### config.mk
export PLATFORM = sky130hd
export DESIGN_NAME = cache_mem_arbiter_flat
export DESIGN_NICKNAME = d
export VERILOG_FILES = /design/src/rtl/cache_mem_arbiter_if.sv /design/src/rtl/cache_mem_arbiter.sv /design/src/flat_wrapper.sv
export SDC_FILE = /design/constraint.sdc
export NUM_CORES = 1
export LEC_CHECK = 0
export ABC_AREA = 1
export CAP_MARGIN = 10
export CORE_AREA = 2 2 344 346
export DETAILED_ROUTE_END_ITERATION = 6
export DIE_AREA = 0 0 346 348
export DONT_BUFFER_PORTS = 1
export GPL_ROUTABILITY_DRIVEN = 0
export PLACE_DENSITY = 0.31
export SYNTH_ARGS = -nofsm -noshare
export SYNTH_HDL_FRONTEND = slang
export SYNTH_SLANG_ARGS = --single-unit
### constraint.sdc
create_clock -name clk -period 1.58 [get_ports clk]
set_input_delay 0.237 -clock clk [delete_from_list [all_inputs] [get_ports clk]]
set_output_delay 0.237 -clock clk [all_outputs]
set_load 0.02 [all_outputs]
### src/rtl/cache_mem_arbiter_if.sv
// -----------------------------------------------------------------------------
// cache_mem_arbiter_if
//   Bundles the two cache-controller request channels (c0 = I-cache,
//   c1 = D-cache) and the shared main-memory request channel that the
//   arbiter sits between.
//
//   Port/cache channel (per port cN):
//     cN_req_valid/rw/addr/wdata : request, held stable by the cache until ready
//     cN_req_ready               : one-cycle completion pulse
//     cN_req_rdata               : read line, valid with ready
//     cN_req_err                 : timeout abort flag, pulses with ready
//   Memory channel:
//     mem_req_valid/rw/addr/dataout : request towards memory
//     mem_req_datain                : read line from memory
//     mem_req_ready                 : one-cycle memory completion
//
//   Modports:
//     master : the environment (cache controllers + memory model)
//     slave  : the arbiter
// -----------------------------------------------------------------------------
interface cache_mem_arbiter_if #(
    parameter int ADDR_W = 32,
    parameter int DATA_W = 128
);
    logic              c0_req_valid;
    logic              c0_req_rw;
    logic [ADDR_W-1:0] c0_req_addr;
    logic [DATA_W-1:0] c0_req_wdata;
    logic              c0_req_ready;
    logic [DATA_W-1:0] c0_req_rdata;
    logic              c0_req_err;

    logic              c1_req_valid;
    logic              c1_req_rw;
    logic [ADDR_W-1:0] c1_req_addr;
    logic [DATA_W-1:0] c1_req_wdata;
    logic              c1_req_ready;
    logic [DATA_W-1:0] c1_req_rdata;
    logic              c1_req_err;

    logic              mem_req_valid;
    logic              mem_req_rw;
    logic [ADDR_W-1:0] mem_req_addr;
    logic [DATA_W-1:0] mem_req_dataout;
    logic [DATA_W-1:0] mem_req_datain;
    logic              mem_req_ready;

    modport master (
        output c0_req_valid, c0_req_rw, c0_req_addr, c0_req_wdata,
        input  c0_req_ready, c0_req_rdata, c0_req_err,
        output c1_req_valid, c1_req_rw, c1_req_addr, c1_req_wdata,
        input  c1_req_ready, c1_req_rdata, c1_req_err,
        input  mem_req_valid, mem_req_rw, mem_req_addr, mem_req_dataout,
        output mem_req_datain, mem_req_ready
    );

    modport slave (
        input  c0_req_valid, c0_req_rw, c0_req_addr, c0_req_wdata,
        output c0_req_ready, c0_req_rdata, c0_req_err,
        input  c1_req_valid, c1_req_rw, c1_req_addr, c1_req_wdata,
        output c1_req_ready, c1_req_rdata, c1_req_err,
        output mem_req_valid, mem_req_rw, mem_req_addr, mem_req_dataout,
        input  mem_req_datain, mem_req_ready
    );
endinterface

### src/rtl/cache_mem_arbiter.sv
// -----------------------------------------------------------------------------
// cache_mem_arbiter
//   Shares one main-memory request channel between two cache controllers.
//   Each line transfer walks IDLE -> BUSY -> RESP. Ties in IDLE are broken by
//   a round-robin pointer that moves to the other port after every response.
//   A watchdog aborts a BUSY transfer that sees no mem_req_ready for
//   TIMEOUT_CYC cycles (TIMEOUT_CYC = 0 disables it).
//
//   Ports:
//     clk         : clock, rising edge
//     rst         : synchronous active-high reset
//     bus         : cache_mem_arbiter_if.slave (c0/c1 request channels + memory)
//     busy        : FSM not in IDLE
//     grant_id    : port currently or last served (0 = c0, 1 = c1)
//     timeout_err : sticky watchdog abort flag, cleared only by rst
//   All outputs are registered.
// -----------------------------------------------------------------------------
module cache_mem_arbiter #(
    parameter int ADDR_W      = 32,
    parameter int DATA_W      = 128,
    parameter int TIMEOUT_CYC = 64
) (
    input  logic                    clk,
    input  logic                    rst,
    cache_mem_arbiter_if.slave      bus,
    output logic                    busy,
    output logic                    grant_id,
    output logic                    timeout_err
);

    localparam int CNT_W = (TIMEOUT_CYC > 1) ? $clog2(TIMEOUT_CYC) : 1;
    localparam bit WD_EN = (TIMEOUT_CYC != 0);
    // Abort fires in the BUSY cycle whose counter equals TIMEOUT_CYC-1, so
    // mem_req_valid is high for exactly TIMEOUT_CYC cycles.
    localparam logic [CNT_W-1:0] CNT_LAST = CNT_W'((TIMEOUT_CYC > 0) ? (TIMEOUT_CYC - 1) : 0);

    typedef enum logic [1:0] {
        ST_IDLE = 2'd0,
        ST_BUSY = 2'd1,
        ST_RESP = 2'd2
    } state_t;

    state_t            state_r;
    state_t            state_next_s;
    logic              grant_s;
    logic              grant_port_s;
    logic              done_s;
    logic              abort_s;

    logic              ptr_r;
    logic              grant_id_r;
    logic [CNT_W-1:0]  cnt_r;
    logic              busy_r;
    logic              timeout_err_r;

    logic              mem_valid_r;
    logic              mem_rw_r;
    logic [ADDR_W-1:0] mem_addr_r;
    logic [DATA_W-1:0] mem_wdata_r;

    logic              c0_ready_r;
    logic              c0_err_r;
    logic [DATA_W-1:0] c0_rdata_r;
    logic              c1_ready_r;
    logic              c1_err_r;
    logic [DATA_W-1:0] c1_rdata_r;

    // FSM state register.
    always_ff @(posedge clk) begin
        if (rst) begin
            state_r <= ST_IDLE;
        end else begin
            state_r <= state_next_s;
        end
    end

    // Next-state logic and per-cycle control strobes.
    always_comb begin
        state_next_s = state_r;
        grant_s      = 1'b0;
        grant_port_s = ptr_r;
        done_s       = 1'b0;
        abort_s      = 1'b0;
        case (state_r)
            ST_IDLE: begin
                if (bus.c0_req_valid && bus.c1_req_valid) begin
                    grant_s      = 1'b1;
                    grant_port_s = ptr_r;
                    state_next_s = ST_BUSY;
                end else if (bus.c0_req_valid) begin
                    grant_s      = 1'b1;
                    grant_port_s = 1'b0;
                    state_next_s = ST_BUSY;
                end else if (bus.c1_req_valid) begin
                    grant_s      = 1'b1;
                    grant_port_s = 1'b1;
                    state_next_s = ST_BUSY;
                end else begin
                    state_next_s = ST_IDLE;
                end
            end
            ST_BUSY: begin
                // A memory completion in the expiry cycle wins over the abort.
                if (bus.mem_req_ready) begin
                    done_s       = 1'b1;
                    state_next_s = ST_RESP;
                end else if (WD_EN && (cnt_r == CNT_LAST)) begin
                    abort_s      = 1'b1;
                    state_next_s = ST_RESP;
                end else begin
                    state_next_s = ST_BUSY;
                end
            end
            ST_RESP: begin
                state_next_s = ST_IDLE;
            end
            default: begin
                state_next_s = ST_IDLE;
            end
        endcase
    end

    // Registered datapath: memory request fields, port responses, watchdog, pointer.
    always_ff @(posedge clk) begin
        if (rst) begin
            ptr_r         <= 1'b0;
            grant_id_r    <= 1'b0;
            cnt_r         <= '0;
            busy_r        <= 1'b0;
            timeout_err_r <= 1'b0;
            mem_valid_r   <= 1'b0;
            mem_rw_r      <= 1'b0;
            mem_addr_r    <= '0;
            mem_wdata_r   <= '0;
            c0_ready_r    <= 1'b0;
            c0_err_r      <= 1'b0;
            c0_rdata_r    <= '0;
            c1_ready_r    <= 1'b0;
            c1_err_r      <= 1'b0;
            c1_rdata_r    <= '0;
        end else begin
            c0_ready_r <= 1'b0;
            c0_err_r   <= 1'b0;
            c1_ready_r <= 1'b0;
            c1_err_r   <= 1'b0;
            busy_r     <= (state_next_s != ST_IDLE);

            if (grant_s) begin
                grant_id_r  <= grant_port_s;
                cnt_r       <= '0;
                mem_valid_r <= 1'b1;
                mem_rw_r    <= grant_port_s ? bus.c1_req_rw    : bus.c0_req_rw;
                mem_addr_r  <= grant_port_s ? bus.c1_req_addr  : bus.c0_req_addr;
                mem_wdata_r <= grant_port_s ? bus.c1_req_wdata : bus.c0_req_wdata;
            end else if (done_s || abort_s) begin
                // Response is registered here so the ready pulse lands in RESP.
                mem_valid_r <= 1'b0;
                if (grant_id_r) begin
                    c1_ready_r <= 1'b1;
                    c1_err_r   <= abort_s;
                    c1_rdata_r <= done_s ? bus.mem_req_datain : '0;
                end else begin
                    c0_ready_r <= 1'b1;
                    c0_err_r   <= abort_s;
                    c0_rdata_r <= done_s ? bus.mem_req_datain : '0;
                end
                if (abort_s) begin
                    timeout_err_r <= 1'b1;
                end
            end else if (state_r == ST_BUSY) begin
                cnt_r <= cnt_r + CNT_W'(1);
            end

            if (state_r == ST_RESP) begin
                ptr_r <= ~grant_id_r;
            end
        end
    end

    assign bus.mem_req_valid   = mem_valid_r;
    assign bus.mem_req_rw      = mem_rw_r;
    assign bus.mem_req_addr    = mem_addr_r;
    assign bus.mem_req_dataout = mem_wdata_r;
    assign bus.c0_req_ready    = c0_ready_r;
    assign bus.c0_req_err      = c0_err_r;
    assign bus.c0_req_rdata    = c0_rdata_r;
    assign bus.c1_req_ready    = c1_ready_r;
    assign bus.c1_req_err      = c1_err_r;
    assign bus.c1_req_rdata    = c1_rdata_r;
    assign busy                = busy_r;
    assign grant_id            = grant_id_r;
    assign timeout_err         = timeout_err_r;

endmodule

### src/flat_wrapper.sv
// flat-port wrapper written by rule: the top's interface ports become plain ports
module cache_mem_arbiter_flat 
#(
    parameter int ADDR_W      = 32,
    parameter int DATA_W      = 128,
    parameter int TIMEOUT_CYC = 64
)
  (clk, rst, busy, grant_id, timeout_err, bus_c0_req_valid, bus_c0_req_rw, bus_c0_req_addr, bus_c0_req_wdata, bus_c0_req_ready, bus_c0_req_rdata, bus_c0_req_err, bus_c1_req_valid, bus_c1_req_rw, bus_c1_req_addr, bus_c1_req_wdata, bus_c1_req_ready, bus_c1_req_rdata, bus_c1_req_err, bus_mem_req_valid, bus_mem_req_rw, bus_mem_req_addr, bus_mem_req_dataout, bus_mem_req_datain, bus_mem_req_ready);
  cache_mem_arbiter_if #(.ADDR_W(ADDR_W), .DATA_W(DATA_W)) bus_i ();
  input  logic clk;
  input  logic rst;
  output logic busy;
  output logic grant_id;
  output logic timeout_err;
  input wire logic [$bits(bus_i.c0_req_valid)-1:0] bus_c0_req_valid;
  input wire logic [$bits(bus_i.c0_req_rw)-1:0] bus_c0_req_rw;
  input wire logic [$bits(bus_i.c0_req_addr)-1:0] bus_c0_req_addr;
  input wire logic [$bits(bus_i.c0_req_wdata)-1:0] bus_c0_req_wdata;
  output wire logic [$bits(bus_i.c0_req_ready)-1:0] bus_c0_req_ready;
  output wire logic [$bits(bus_i.c0_req_rdata)-1:0] bus_c0_req_rdata;
  output wire logic [$bits(bus_i.c0_req_err)-1:0] bus_c0_req_err;
  input wire logic [$bits(bus_i.c1_req_valid)-1:0] bus_c1_req_valid;
  input wire logic [$bits(bus_i.c1_req_rw)-1:0] bus_c1_req_rw;
  input wire logic [$bits(bus_i.c1_req_addr)-1:0] bus_c1_req_addr;
  input wire logic [$bits(bus_i.c1_req_wdata)-1:0] bus_c1_req_wdata;
  output wire logic [$bits(bus_i.c1_req_ready)-1:0] bus_c1_req_ready;
  output wire logic [$bits(bus_i.c1_req_rdata)-1:0] bus_c1_req_rdata;
  output wire logic [$bits(bus_i.c1_req_err)-1:0] bus_c1_req_err;
  output wire logic [$bits(bus_i.mem_req_valid)-1:0] bus_mem_req_valid;
  output wire logic [$bits(bus_i.mem_req_rw)-1:0] bus_mem_req_rw;
  output wire logic [$bits(bus_i.mem_req_addr)-1:0] bus_mem_req_addr;
  output wire logic [$bits(bus_i.mem_req_dataout)-1:0] bus_mem_req_dataout;
  input wire logic [$bits(bus_i.mem_req_datain)-1:0] bus_mem_req_datain;
  input wire logic [$bits(bus_i.mem_req_ready)-1:0] bus_mem_req_ready;
  assign bus_i.c0_req_valid = bus_c0_req_valid;
  assign bus_i.c0_req_rw = bus_c0_req_rw;
  assign bus_i.c0_req_addr = bus_c0_req_addr;
  assign bus_i.c0_req_wdata = bus_c0_req_wdata;
  assign bus_c0_req_ready = bus_i.c0_req_ready;
  assign bus_c0_req_rdata = bus_i.c0_req_rdata;
  assign bus_c0_req_err = bus_i.c0_req_err;
  assign bus_i.c1_req_valid = bus_c1_req_valid;
  assign bus_i.c1_req_rw = bus_c1_req_rw;
  assign bus_i.c1_req_addr = bus_c1_req_addr;
  assign bus_i.c1_req_wdata = bus_c1_req_wdata;
  assign bus_c1_req_ready = bus_i.c1_req_ready;
  assign bus_c1_req_rdata = bus_i.c1_req_rdata;
  assign bus_c1_req_err = bus_i.c1_req_err;
  assign bus_mem_req_valid = bus_i.mem_req_valid;
  assign bus_mem_req_rw = bus_i.mem_req_rw;
  assign bus_mem_req_addr = bus_i.mem_req_addr;
  assign bus_mem_req_dataout = bus_i.mem_req_dataout;
  assign bus_i.mem_req_datain = bus_mem_req_datain;
  assign bus_i.mem_req_ready = bus_mem_req_ready;
  cache_mem_arbiter #(.ADDR_W(ADDR_W), .DATA_W(DATA_W), .TIMEOUT_CYC(TIMEOUT_CYC)) u_core (.clk(clk), .rst(rst), .bus(bus_i), .busy(busy), .grant_id(grant_id), .timeout_err(timeout_err));
endmodule
==> PnR_summary.wiki <==
{| class="wikitable"
! Metric !! Value
|-
| Average wire per cell in the routed design || 20.8 um
|-
| Clock network latency to the later pin of the worst-skew pair || 0.66 ns
|-
| Syn-to-layout area delta || 66.2%
|-
| Worst endpoint required time || 2.17 ns
|-
| Source of the worst hold timing path || bus_c0_req_valid
|-
| Wire length of the first global-routing pass || 150 mm
|-
| Post-Route Skew || 0.0237 ns
|-
| Setup slack on the worst flop-to-flop path || -0.16 ns
|-
| Final slew viol count || 0
|-
| Most used cells in the layout excluding fill and tap cells || sky130_fd_sc_hd__nand2_1 (834), sky130_fd_sc_hd__dlygate4sd3_1 (452), sky130_fd_sc_hd__nor2_1 (451), sky130_fd_sc_hd__dfxtp_1 (428), sky130_fd_sc_hd__inv_1 (388)
|-
| Antenna violations before repair || 5
|-
| Internal power || 22900 uW
|-
| Count of clock tree sinks || 434
|-
| Area of the die || 0.120 mm^2
|-
| Startpoint type of the worst setup path || flop
|-
| Post-layout minimum cycle time || 1.74 ns
|-
| Clock-pin transition on the worst setup and hold timing paths || 0.06 ns
|-
| Switching Fraction || 32.1%
|-
| Clock buffers created by TritonCTS || 58
|-
| Failing checks || negative setup slack
|-
| CP peak stage delay || 0.37 ns
|-
| Grt ovf || 0
|-
| Total net switching power || 10800 uW
|-
| Mapped cell area || 0.0200 mm^2
|-
| Number of levels the H-tree was split into || 2
|-
| Layout cell share with drive strength beyond 1 || 17.5%
|-
| CP arrival || 2.33 ns
|-
| Effective utilization at floorplan || 17.1%
|-
| Clk network pwr share || 40.9%
|-
| Post-synthesis area per instance || 6.54 um^2
|-
| Cell mode on critical path || sky130_fd_sc_hd__buf_6
|-
| Setup Total Neg Slack || -12.65 ns
|-
| Clock tree from TritonCTS || done
|-
| Flop pwr share || 39.6%
|-
| Total power per unit cell area || 1010 mW/mm^2
|-
| Peak ir drop on the vdd network || 0.860 mV
|-
| Number of storage elements in the synthesis netlist || 434
|-
| Endpoints failing hold || 0
|-
| Clock tree buffer depth || 3
|-
| Leading cell type in the layout, fill and taps excluded || sky130_fd_sc_hd__nand2_1
|-
| Largest net degree at the start of global routing || 79
|-
| Chain of cells forming the critical path || nor2_4 > buf_6 > buf_6 > nand3_4 > buf_6 > buf_12 > nand3b_1 > nand3_2 > nand2_1
|-
| Crit path max-delay cell type || sky130_fd_sc_hd__dfxtp_4
|-
| Final hold slack || 0.131 ns
|-
| Number of placed instances with taps included || 4577
|-
| Post-synth net total || 3517
|-
| Cell Rows || 126
|-
| Initial drt markers || 941
|-
| Number of library cell types mapped by synthesis || 26
|-
| Worst slew pin tran || 0.569 ns
|-
| Routed wire length || 109 mm
|-
| RR Startpoint || u_core.state_r[1]
|-
| Buffers added on ports || 0
|-
| Final setup violating endpoints || 294
|-
| Root buffer cell || sky130_fd_sc_hd__clkbuf_16
|-
| Net count reported at finish || 4099
|-
| DRC violation count after routing || 0
|-
| Setup repair after global routing missed its margin || true
|-
| Final non-filler cell total || 5228
|-
| Global routing usage summed across all routing layers || 16.7%
|-
| Cells after Synth || 3061
|-
| Horizontal die dimension || 346 um
|-
| I/O pin cnt || 880
|-
| Standby leakage power || 0.0156 uW
|-
| Number of global-route vias before repair || 21400
|-
| Via count normalized by instance count || 4.07
|-
| Dpl hpwl || 75.6 mm
|-
| Worst-case headroom to the max-slew limit || 62.0%
|-
| Period utilization || 110%
|-
| Antenna Violating Nets Remaining || 0
|-
| Sequential fraction of the synthesis area || 43.4%
|-
| Filler cell count || 12700
|-
| Type of destination of the critical path || flop
|-
| Fmax achieved || 575 MHz
|-
| Kind of path behind the tightest hold check || in -> reg
|-
| Critical path class || reg -> reg
|-
| YS warnings || 0
|-
| Number of violations of the max-capacitance limit || 0
|-
| Vias || 21300
|-
| Placeable core area || 0.117 mm^2
|-
| First-pass iteration count of the detailed router || 7
|-
| Die height || 348 um
|-
| Proportion of power drawn by combinational gates || 19.5%
|-
| Run status || finished, violations left
|-
| Final setup margin || -0.159 ns
|-
| Critical Path Source || u_core.state_r[1]
|-
| Crit path max fanout || 27
|}
sequential cells by signal (all words and copies together) (netlist names):
register,flops
u_core.bus.c0_req_rdata,128
u_core.bus.c1_req_rdata,128
u_core.bus.mem_req_dataout,128
u_core.bus.mem_req_addr,32
u_core.cnt_r,6
u_core.state_r,2
u_core.bus.c0_req_err,1
u_core.bus.c0_req_ready,1
u_core.bus.c1_req_err,1
u_core.bus.c1_req_ready,1
u_core.bus.mem_req_rw,1
u_core.bus.mem_req_valid,1
u_core.busy,1
u_core.grant_id,1
u_core.ptr_r,1
u_core.timeout_err,1
synth_stat cells (all sizes together):
master	number	area [um^2]
nand2	938	3530
nor2	483	1820
dfxtp	434	8690
inv	395	1480
nand3	251	1260
nand3b	202	1520
buf	148	717
a21oi	134	671
clkbuf	61	229
o21ai	4	20.0
nor3	3	15.0
xor2	2	17.5
a311oi	1	8.76
clkinv	1	3.75
ha	1	12.5
nand4	1	6.26
o22ai	1	6.26
xnor2	1	8.76
stage by stage:
step	cell area (um^2)	total power [uW]	setup WS [ns]	utilization, %
after floorplan	20000	15400	-0.0272	-
after global placement	23400	17700	-0.289	20.0
after detailed placement	23400	17700	-0.284	20.0
after CTS	31700	33700	-0.161	27.1
after global routing	33300	35300	-0.191	28.4
final	33300	33700	-0.159	28.4
final cells by class:
class	instances	area [um^2]	share of cell area [%]
tap	1536	1920	5.78
multi-input combinational	2023	10300	31.0
inverter	396	1510	4.55
sequential	434	8700	26.2
timing repair buffer	730	8890	26.7
clock buffer	83	1630	4.89
clock inverter	24	302	0.906
antenna	2	5.00	0.0150
logic make-up (layout without fill, tap and decap cells):
family	count (synthesis)	count (layout)	synth area share, %
and+or+nand+nor	1878	1879	40.7
buffers and inverters	605	1233	12.2
DFF	434	434	43.4
AOI/OAI and AO/OA	140	140	3.53
xor gates and xnor gates	3	3	0.131
adders and majority gates	1	1	0.0625
other	0	2	0
routing by layer:
layer | vias to the layer above | GRT usage, % | part of all wire [%]
li1 | 10500 | - | -
met1 | 9759 | 19.4 | 40
met2 | 834 | 28.9 | 48
met3 | 152 | 5.72 | 8.4
met4 | 4 | 5.23 | 3.0
met5 | - | 0 | 0.022
critical path, delay by kind of cell, from the launching register on:
kind,cells,cell delay (ns)
simple gates,5,0.72
flops,1,0.37
buf+inv,4,0.57
worst paths after layout:
check                                   endpoint  cells past startpoint
setup / recovery  u_core.bus.mem_req_dataout[90]                      9
hold / removal        u_core.bus.mem_req_addr[9]                      5
hold reg to reg      u_core.bus.c0_req_rdata[68]                      4
setup reg to reg  u_core.bus.mem_req_dataout[90]                      9
repair_timing:
item / 4_1_cts / 5_1_grt
gates resized for setup: 207 / 271
pin swaps: 39 / 74
endpoints found under the hold margin: 426 / 0
gates cloned: 27 / 27
buffers inserted: 30 / 19
hold buffers: 452 / 0
endpoints found under the setup margin: 433 / 433
power by group through the flow:
stage	logic (uW)	clock network, uW	registers, uW
after floorplan	2360	0	13100
after global placement	4090	0	13600
after detailed placement	4080	0	13600
after CTS	6040	14300	13400
after global routing	7140	14700	13400
final	6580	13800	13300
No activity file was read; power rests on OpenSTA's default activity.
